[src/rtl/traffic_pkg.sv]
// Shared lamp codes and controller state encoding for the highway / farm-road
// traffic light controller.
package traffic_pkg;

    localparam logic [2:0] RED = 3'b100;
    localparam logic [2:0] YEL = 3'b010;
    localparam logic [2:0] GRN = 3'b001;

    typedef enum logic [1:0] {
        HGRE_FRED = 2'd0,
        HYEL_FRED = 2'd1,
        HRED_FGRE = 2'd2,
        HRED_FYEL = 2'd3
    } state_t;

    function automatic int max_int(input int a, input int b);
        return (a > b) ? a : b;
    endfunction

endpackage

[src/rtl/traffic_light_tick_prescaler.sv]
// Free-running divider: pulses tick for one clk cycle every TICK_DIV cycles.
// clr restarts the count so a new phase always begins a full tick period away.
module tick_prescaler #(
    parameter int TICK_DIV = 1000
) (
    input  logic clk,
    input  logic rst_n,
    input  logic clr,
    output logic tick
);

    localparam int CNT_W = $clog2(TICK_DIV);
    localparam logic [CNT_W-1:0] LAST = CNT_W'(TICK_DIV - 1);

    logic [CNT_W-1:0] count_reg;
    logic [CNT_W-1:0] count_next;

    always_comb begin
        tick       = (count_reg == LAST);
        count_next = count_reg + 1'b1;
        if (clr || tick) begin
            count_next = '0;
        end
    end

    always_ff @(posedge clk or negedge rst_n) begin
        if (!rst_n) begin
            count_reg <= '0;
        end else begin
            count_reg <= count_next;
        end
    end

endmodule

[src/rtl/traffic_light.sv]
// Highway / farm-road intersection controller: Moore FSM with lamp decode,
// timed in prescaled ticks counted from the start of each phase.
module traffic_light
    import traffic_pkg::*;
#(
    parameter int TICK_DIV          = 1000,
    parameter int HWY_MIN_GRN_TICKS = 5,
    parameter int YEL_TICKS         = 3,
    parameter int FARM_GRN_TICKS    = 10
) (
    output logic [2:0] light_highway,
    output logic [2:0] light_farm,
    input  logic       sensor,
    input  logic       clk,
    input  logic       rst_n
);

    localparam int CNT_TOP = max_int(max_int(HWY_MIN_GRN_TICKS, YEL_TICKS), FARM_GRN_TICKS);
    localparam int CNT_W   = $clog2(CNT_TOP + 1);

    localparam logic [CNT_W-1:0] HWY_MIN  = CNT_W'(HWY_MIN_GRN_TICKS);
    localparam logic [CNT_W-1:0] YEL_LAST = CNT_W'(YEL_TICKS - 1);
    localparam logic [CNT_W-1:0] FGR_LAST = CNT_W'(FARM_GRN_TICKS - 1);
    localparam logic [CNT_W-1:0] CNT_SAT  = '1;

    state_t           state_reg;
    state_t           state_next;
    logic [CNT_W-1:0] tick_cnt_reg;
    logic [CNT_W-1:0] tick_cnt_next;
    logic             tick;
    logic             state_change;

    tick_prescaler #(
        .TICK_DIV(TICK_DIV)
    ) u_prescaler (
        .clk  (clk),
        .rst_n(rst_n),
        .clr  (state_change),
        .tick (tick)
    );

    // Timed phases leave on the tick that completes their last tick period,
    // so the count compared here is the value before that tick is added.
    always_comb begin
        state_next = state_reg;
        case (state_reg)
            HGRE_FRED: begin
                if (sensor && (tick_cnt_reg >= HWY_MIN)) begin
                    state_next = HYEL_FRED;
                end
            end
            HYEL_FRED: begin
                if (tick && (tick_cnt_reg == YEL_LAST)) begin
                    state_next = HRED_FGRE;
                end
            end
            HRED_FGRE: begin
                if (tick && (tick_cnt_reg == FGR_LAST)) begin
                    state_next = HRED_FYEL;
                end
            end
            HRED_FYEL: begin
                if (tick && (tick_cnt_reg == YEL_LAST)) begin
                    state_next = HGRE_FRED;
                end
            end
            default: begin
                state_next = HGRE_FRED;
            end
        endcase
    end

    assign state_change = (state_next != state_reg);

    always_comb begin
        tick_cnt_next = tick_cnt_reg;
        if (state_change) begin
            tick_cnt_next = '0;
        end else if (tick && (tick_cnt_reg != CNT_SAT)) begin
            tick_cnt_next = tick_cnt_reg + 1'b1;
        end
    end

    always_ff @(posedge clk or negedge rst_n) begin
        if (!rst_n) begin
            state_reg    <= HGRE_FRED;
            tick_cnt_reg <= '0;
        end else begin
            state_reg    <= state_next;
            tick_cnt_reg <= tick_cnt_next;
        end
    end

    always_comb begin
        light_highway = GRN;
        light_farm    = RED;
        case (state_reg)
            HGRE_FRED: begin
                light_highway = GRN;
                light_farm    = RED;
            end
            HYEL_FRED: begin
                light_highway = YEL;
                light_farm    = RED;
            end
            HRED_FGRE: begin
                light_highway = RED;
                light_farm    = GRN;
            end
            HRED_FYEL: begin
                light_highway = RED;
                light_farm    = YEL;
            end
            default: begin
                light_highway = GRN;
                light_farm    = RED;
            end
        endcase
    end

endmodule

[config.mk]
export PLATFORM = sky130hd
export DESIGN_NAME = traffic_light
export DESIGN_NICKNAME = d
export VERILOG_FILES = /design/src/rtl/traffic_pkg.sv /design/src/rtl/traffic_light_tick_prescaler.sv /design/src/rtl/traffic_light.sv
export SDC_FILE = /design/constraint.sdc
export NUM_CORES = 1
export LEC_CHECK = 0
export ABC_AREA = 1
export BUFFER_PORTS_ARGS = -buffer_cell sky130_fd_sc_hd__buf_2
export CORE_MARGIN = 8
export CORE_UTILIZATION = 45
export CTS_BUF_LIST = sky130_fd_sc_hd__clkbuf_8
export DETAILED_ROUTE_END_ITERATION = 8
export GPL_ROUTABILITY_DRIVEN = 0
export PLACE_DENSITY_LB_ADDON = 0.3
export SLEW_MARGIN = 40
export SYNTH_ARGS = -nofsm -noshare
export SYNTH_HDL_FRONTEND = slang
export SYNTH_SLANG_ARGS = --single-unit
[constraint.sdc]
create_clock -name clk -period 1.8 [get_ports clk]
set_clock_uncertainty 0.2 [all_clocks]
set_input_delay 0.27 -clock clk [delete_from_list [all_inputs] [get_ports clk]]
set_output_delay 0.27 -clock clk [all_outputs]
set_load 0.01 [all_outputs]
# ---- Word-level counts from Yosys, hierarchy flattened
# Cells that the tools add are included.
dict set report op_classes {
  n_addsub 2
  order_cmp 1
  n_eq_ne 8
  n_mux 10
  reduce_logical 9
}
# operator count
set ops {}
lappend ops {{3-bit case mux with 3 select lines} 2}
lappend ops {{10-bit by 1-bit adder with 10-bit output (second input constant)} 1}
lappend ops {{10-bit == test (second input constant)} 1}
lappend ops {{10-bit 2-to-1 mux} 1}
lappend ops {{2-bit 2-to-1 mux} 4}
lappend ops {{4-bit 2-to-1 mux} 2}
lappend ops {{2-bit case mux with 4 select lines} 1}
lappend ops {{4-bit by 1-bit adder with 4-bit output (second input constant)} 1}
lappend ops {{2-bit == test (second input constant)} 2}
lappend ops {{4-bit by 2-bit == test with 1-bit output (second input constant)} 1}
lappend ops {{4-bit == test (second input constant)} 1}
lappend ops {{4-bit by 3-bit >= comparator with 1-bit output (second input constant)} 1}
lappend ops {{1-bit logical AND} 4}
lappend ops {{4-bit inequality test (second input constant)} 1}
lappend ops {{2-bit OR reduction} 2}
lappend ops {{2-bit by 1-bit == test with 1-bit output (second input constant)} 1}
lappend ops {{2-bit zero test} 1}
lappend ops {{2-bit inequality test} 1}
lappend ops {{2-bit nonzero test} 1}
lappend ops {{1-bit logical OR} 1}
dict set report word_totals {
  register_bits 16
  inputBits 3
  output_inout_bits 6
  wordCells 33
}

# ---- Longest topological paths before layout
dict set report depth {
  depth_word 7
  ltp_mapped 10
  mapped_depth_nobuf 10
}

# ---- By module
# From an unflattened synthesis, not the netlist that was laid out.
dict set report hier_totals {
  hier_cells 131
  area_unflattened_um2 991.0
}
# module instances cells_each area_each_um2 seq_area_each_um2
set modules_own_cells {}
lappend modules_own_cells {tick_prescaler 1 71 546.8 250.2}
lappend modules_own_cells {traffic_light 1 60 444.2 150.1}

# ---- Worst setup path before layout
# No wires, ideal clock.
dict set report synth_path {
  path_type {flip-flop to flip-flop}
  start {register u_prescaler.count_reg[0]}
  end {register tick_cnt_reg[1]}
  setup_time_ps 118
  t_arrival_ps 1165
  required_time_ps 1482
  slack_ps 317
  path_stages_with_launch 9
  n_path_buf 0
  synth_period_minus_slack_ps 1483
  path_cell_list {dfrtp_1 -> ha_1 -> nand2_4 -> nor2_4 -> nand3_2 -> nor2_2 -> nand2_1 -> nand3_2 -> nor2_1}
}
dict set report synth_between {
  elab_chain_len 6
  word_cells_on_any_way 11
  cone_classes {2 x eq/ne; 5 x mux; 4 x reduce/logical}
}
# element line
set synth_rtl {}
lappend synth_rtl {{start: declaration} traffic_light_tick_prescaler.sv:15} ;# logic [CNT_W-1:0] count_reg;
lappend synth_rtl {{start signal: assignment} traffic_light_tick_prescaler.sv:30} ;# count_reg <= count_next;
lappend synth_rtl {{10-bit == test *} traffic_light_tick_prescaler.sv:19} ;# tick = (count_reg == LAST);
lappend synth_rtl {{1-bit logical AND (on tied branches)} {traffic_light.sv:53, traffic_light.sv:63, traffic_light.sv:58}}
lappend synth_rtl {{2-bit 2-to-1 mux (on tied branches)} {traffic_light.sv:63, traffic_light.sv:53, traffic_light.sv:58}}
lappend synth_rtl {{2-bit case mux with 4 select lines} traffic_light.sv:46} ;# case (state_reg)
lappend synth_rtl {{2-bit inequality test} traffic_light.sv:73} ;# assign state_change = (state_next != state_reg);
lappend synth_rtl {{4-bit 2-to-1 mux / 2-bit nonzero test (equally long branches)} --}
lappend synth_rtl {{end signal: assignment} traffic_light.sv:90} ;# tick_cnt_reg <= tick_cnt_next;
lappend synth_rtl {{end: declaration} traffic_light.sv:28} ;# logic [CNT_W-1:0] tick_cnt_reg;
# Mark *: on every way between the ends. The rest lies on a longest branch, timed or not.
# A chain may end at the register's enable or synchronous reset.

# ---- Worst setup path in the final report
dict set report layout_path {
  start {register tick_cnt_reg[1]}
  end {register u_prescaler.count_reg[4]}
}
dict set report layout_between {
  elab_chain_len 7
  word_cells_on_any_way 14
  cone_classes {1 x order compare; 3 x eq/ne; 6 x mux; 4 x reduce/logical}
}
# element line
set layout_rtl {}
lappend layout_rtl {{4-bit by 3-bit >= comparator with 1-bit output, or another cell as far along} traffic_light.sv:48} ;# if (sensor && (tick_cnt_reg >= HWY_MIN)) begin
lappend layout_rtl {{1-bit logical AND (on tied branches)} --}
lappend layout_rtl {{2-bit 2-to-1 mux (on tied branches)} --}
lappend layout_rtl {{2-bit case mux with 4 select lines *} traffic_light.sv:46}
lappend layout_rtl {{2-bit inequality test *} traffic_light.sv:73}
lappend layout_rtl {{1-bit logical OR *} traffic_light_tick_prescaler.sv:21} ;# if (clr || tick) begin
lappend layout_rtl {{10-bit 2-to-1 mux *} traffic_light_tick_prescaler.sv:21}
lappend layout_rtl {{net u_prescaler.count_next[4]} traffic_light_tick_prescaler.sv:16} ;# logic [CNT_W-1:0] count_next;
# The timed path passes the listed nets; every way through them passes the cells marked *.

==> flow_summary.json <==
{
  "status": "complete, no violations",
  "multi_input_comb_area_sq_um": 483,
  "synth-edff-count": 0,
  "wl_met3_um": 114,
  "placed_area_sq_um": 1040,
  "clock_latency_ns": 0.25,
  "critPathTopFamily": "simple AND/OR/NAND/NOR gates",
  "synth_nets": 129,
  "crit_buf_inv": 1,
  "switching_share": 0.179,
  "stdcell_count": 160,
  "drc": 0,
  "ys_seq_area_frac": 0.415,
  "viasPerCell": 4.85,
  "maxCapViolations": 0,
  "pwr-share-clk": 0.454,
  "final.setup.tns_ns": 0,
  "top_level_ports": 9,
  "avgSynthCellArea_sq_um": 7.98,
  "tightest_slew_ns": 0.350,
  "post-place-cells": 155,
  "ys_seq_elements": 16,
  "layout_min_cycle_time_ns": 1.66,
  "post-route-period-util": 0.920,
  "start_util": 0.482,
  "synth_area_sq_um": 966,
  "dieArea_sq_um": 3890,
  "pwr-share-seq": 0.530,
  "cts-buffers-inserted": 3,
  "leakagePower_nw": 0.564,
  "yosysWarnings": 0,
  "grt.overflow.total": 0,
  "portBuffers": 8,
  "slowest_delay_ns": 0.40,
  "cts-root-buf": "clkbuf_8",
  "core_sq_um": 2000,
  "vias": 776,
  "track_usage": 0.0880,
  "cts_buffer_depth": 2,
  "n_antenna_cell": 0,
  "timing.final.hold_violations": 0,
  "setup.worst_path.start_class": "register",
  "slew_viol_final": 0,
  "rsz0062_at_grt": "no",
  "p_per_area_nw_per_um2": 616,
  "crit_required_ns": 1.76,
  "wirelength_met1_um": 829,
  "mostFrequentLayoutCells": "nand2_1, inv_1, nor2_1",
  "grt_pass1_wl_um": 2840,
  "vdd_ir_drop_max_v": 0.000447,
  "fillers": 189,
  "crit_type": "reg -> reg",
  "synthArstFlopShare": 1.00,
  "slew_headroom": 0.767,
  "path_max_fanout": 10,
  "ant_nets": 0,
  "route.final.wire_length_um": 1720,
  "area_growth_pct": 14.0,
  "comb_power_share": 0.015,
  "power.internal_mw": 0.557,
  "route.met2.wl_um": 747,
  "die_x_um": 62.3,
  "max_freq_mhz": 604,
  "highest_layer": "met4",
  "synthCells": 121,
  "firstDrtPassIters": 4,
  "clock-sinks": 16,
  "hp-class": "in -> reg",
  "final_cell_area_sq_um": 1100,
  "antenna_found_initial": 0,
  "h-tree-depth": 1,
  "cp_data_arrival_time_ns": 1.62,
  "grt_pass1_vias": 684,
  "clk_pin_slew_ns": 0.06,
  "layout-drive-gt1-share": 0.173,
  "p_sw_mw": 0.122,
  "rows": 16,
  "largest_register_ffs": 10,
  "ff_latch_area_sq_um": 400,
  "cts_tree": "yes",
  "wl_per_cell_um": 10.7,
  "drt_iter0_markers": 29,
  "crit_path_cell_trace": "inv_1, ha_1, nand3b_1, o2111ai_2, nand2_2, nor3b_1",
  "nets": 142,
  "cp-end-kind": "register",
  "ctsResizeCount": 0,
  "die_h_um": 62.3,
  "crit_slowest_cell": "dfrtp_1",
  "synthFlopType": "dfrtp_1",
  "setup_violations": 0,
  "synth_cell_types": 22,
  "grt_max_degree": 17,
  "dp_hpwl_um": 1380
}
kinds of logic (layout without fill, tap and decap cells):
logic type	Yosys count	count (layout)	synth area share
adder cells (fa/ha/maj)	5	5	0.0648
AND/OR/NAND/NOR	68	68	0.363
flip-flops	16	16	0.415
XOR/XNOR	2	2	0.0181
AO/OA/AOI/OAI	8	8	0.0544
buffers and inverters	22	34	0.0855
area by class of cell:
cell class | count | share of cell area
clock buffer | 4 | 0.0500
inverter | 21 | 0.0716
multi-input combinational | 83 | 0.439
sequential | 16 | 0.364
tap | 27 | 0.0307
timing repair buffer | 9 | 0.0455
what timing repair did:
action / CTS / global route
buffers inserted: 0 / 0
hold endpoints to repair: 16 / 0
hold buffers: 1 / 0
per-layer routing:
layer	track usage	up-vias
li1	-	409
met1	0.103	348
met2	0.133	15
met3	0.0394	4
met4	0.0427	0
met5	0	-
power by group through the flow:
stage | logic, mW | clock network, mW | registers (mW)
6_report | 0.0102 | 0.308 | 0.360
5_1_grt | 0.0122 | 0.330 | 0.359
4_1_cts | 0.0109 | 0.323 | 0.360
3_5_place_dp | 0.00923 | 0 | 0.366
3_3_place_gp | 0.00902 | 0 | 0.366
Yosys cell counts, types with 3 or more instances:
cell | count | area, sq um
inv_1 | 20 | 75.1
nand2_1 | 20 | 75.1
nor2_1 | 17 | 63.8
dfrtp_1 | 16 | 400
nand3_1 | 10 | 50.1
ha_1 | 5 | 62.6
a21oi_1 | 4 | 20.0
nand4_1 | 4 | 25.0
nor3b_1 | 4 | 30.0
nand3_2 | 3 | 30.0
path summary, 6_finish.rpt:
check / start / endpoint / slack [ns] / depth (start not counted)
max: tick_cnt_reg[1]$_DFFE_PN0P_ / u_prescaler.count_reg[4]$_DFF_PN0_ / 0.14 / 6
min: sensor / state_reg[0]$_DFF_PN0_ / 0.20 / 3
max reg2reg: tick_cnt_reg[1]$_DFFE_PN0P_ / u_prescaler.count_reg[4]$_DFF_PN0_ / 0.14 / 6
min reg2reg: u_prescaler.count_reg[0]$_DFF_PN0_ / u_prescaler.count_reg[0]$_DFF_PN0_ / 0.28 / 1
max in group asynchronous: rst_n / tick_cnt_reg[2]$_DFFE_PN0P_ / 0.88 / 2
min in group asynchronous: rst_n / u_prescaler.count_reg[0]$_DFF_PN0_ / 0.26 / 2
per-stage QoR:
| step | total power [mW] | setup slack [ns] | hold WS [ns] | utilization |
|---|---|---|---|---|
| 5_1_grt | 0.702 | 0.00790 | 0.202 | 0.550 |
| 4_1_cts | 0.693 | 0.123 | 0.193 | 0.550 |
| 6_report | 0.678 | 0.143 | 0.195 | 0.550 |
| 3_3_place_gp | 0.375 | 0.201 | -0.00546 | 0.518 |
| 2_1_floorplan | 0.366 | 0.317 | -0.226 | - |
| 3_5_place_dp | 0.375 | 0.124 | -0.00229 | 0.518 |
worst reg2reg max path, stage by stage, from the launching register on:
cell       delay, ns
dfrtp_1         0.40
inv_1           0.09
ha_1            0.19
nand3b_1        0.17
o2111ai_2       0.11
nand2_2         0.20
nor3b_1         0.21
Note: power is estimated with default switching activity, not from simulation.
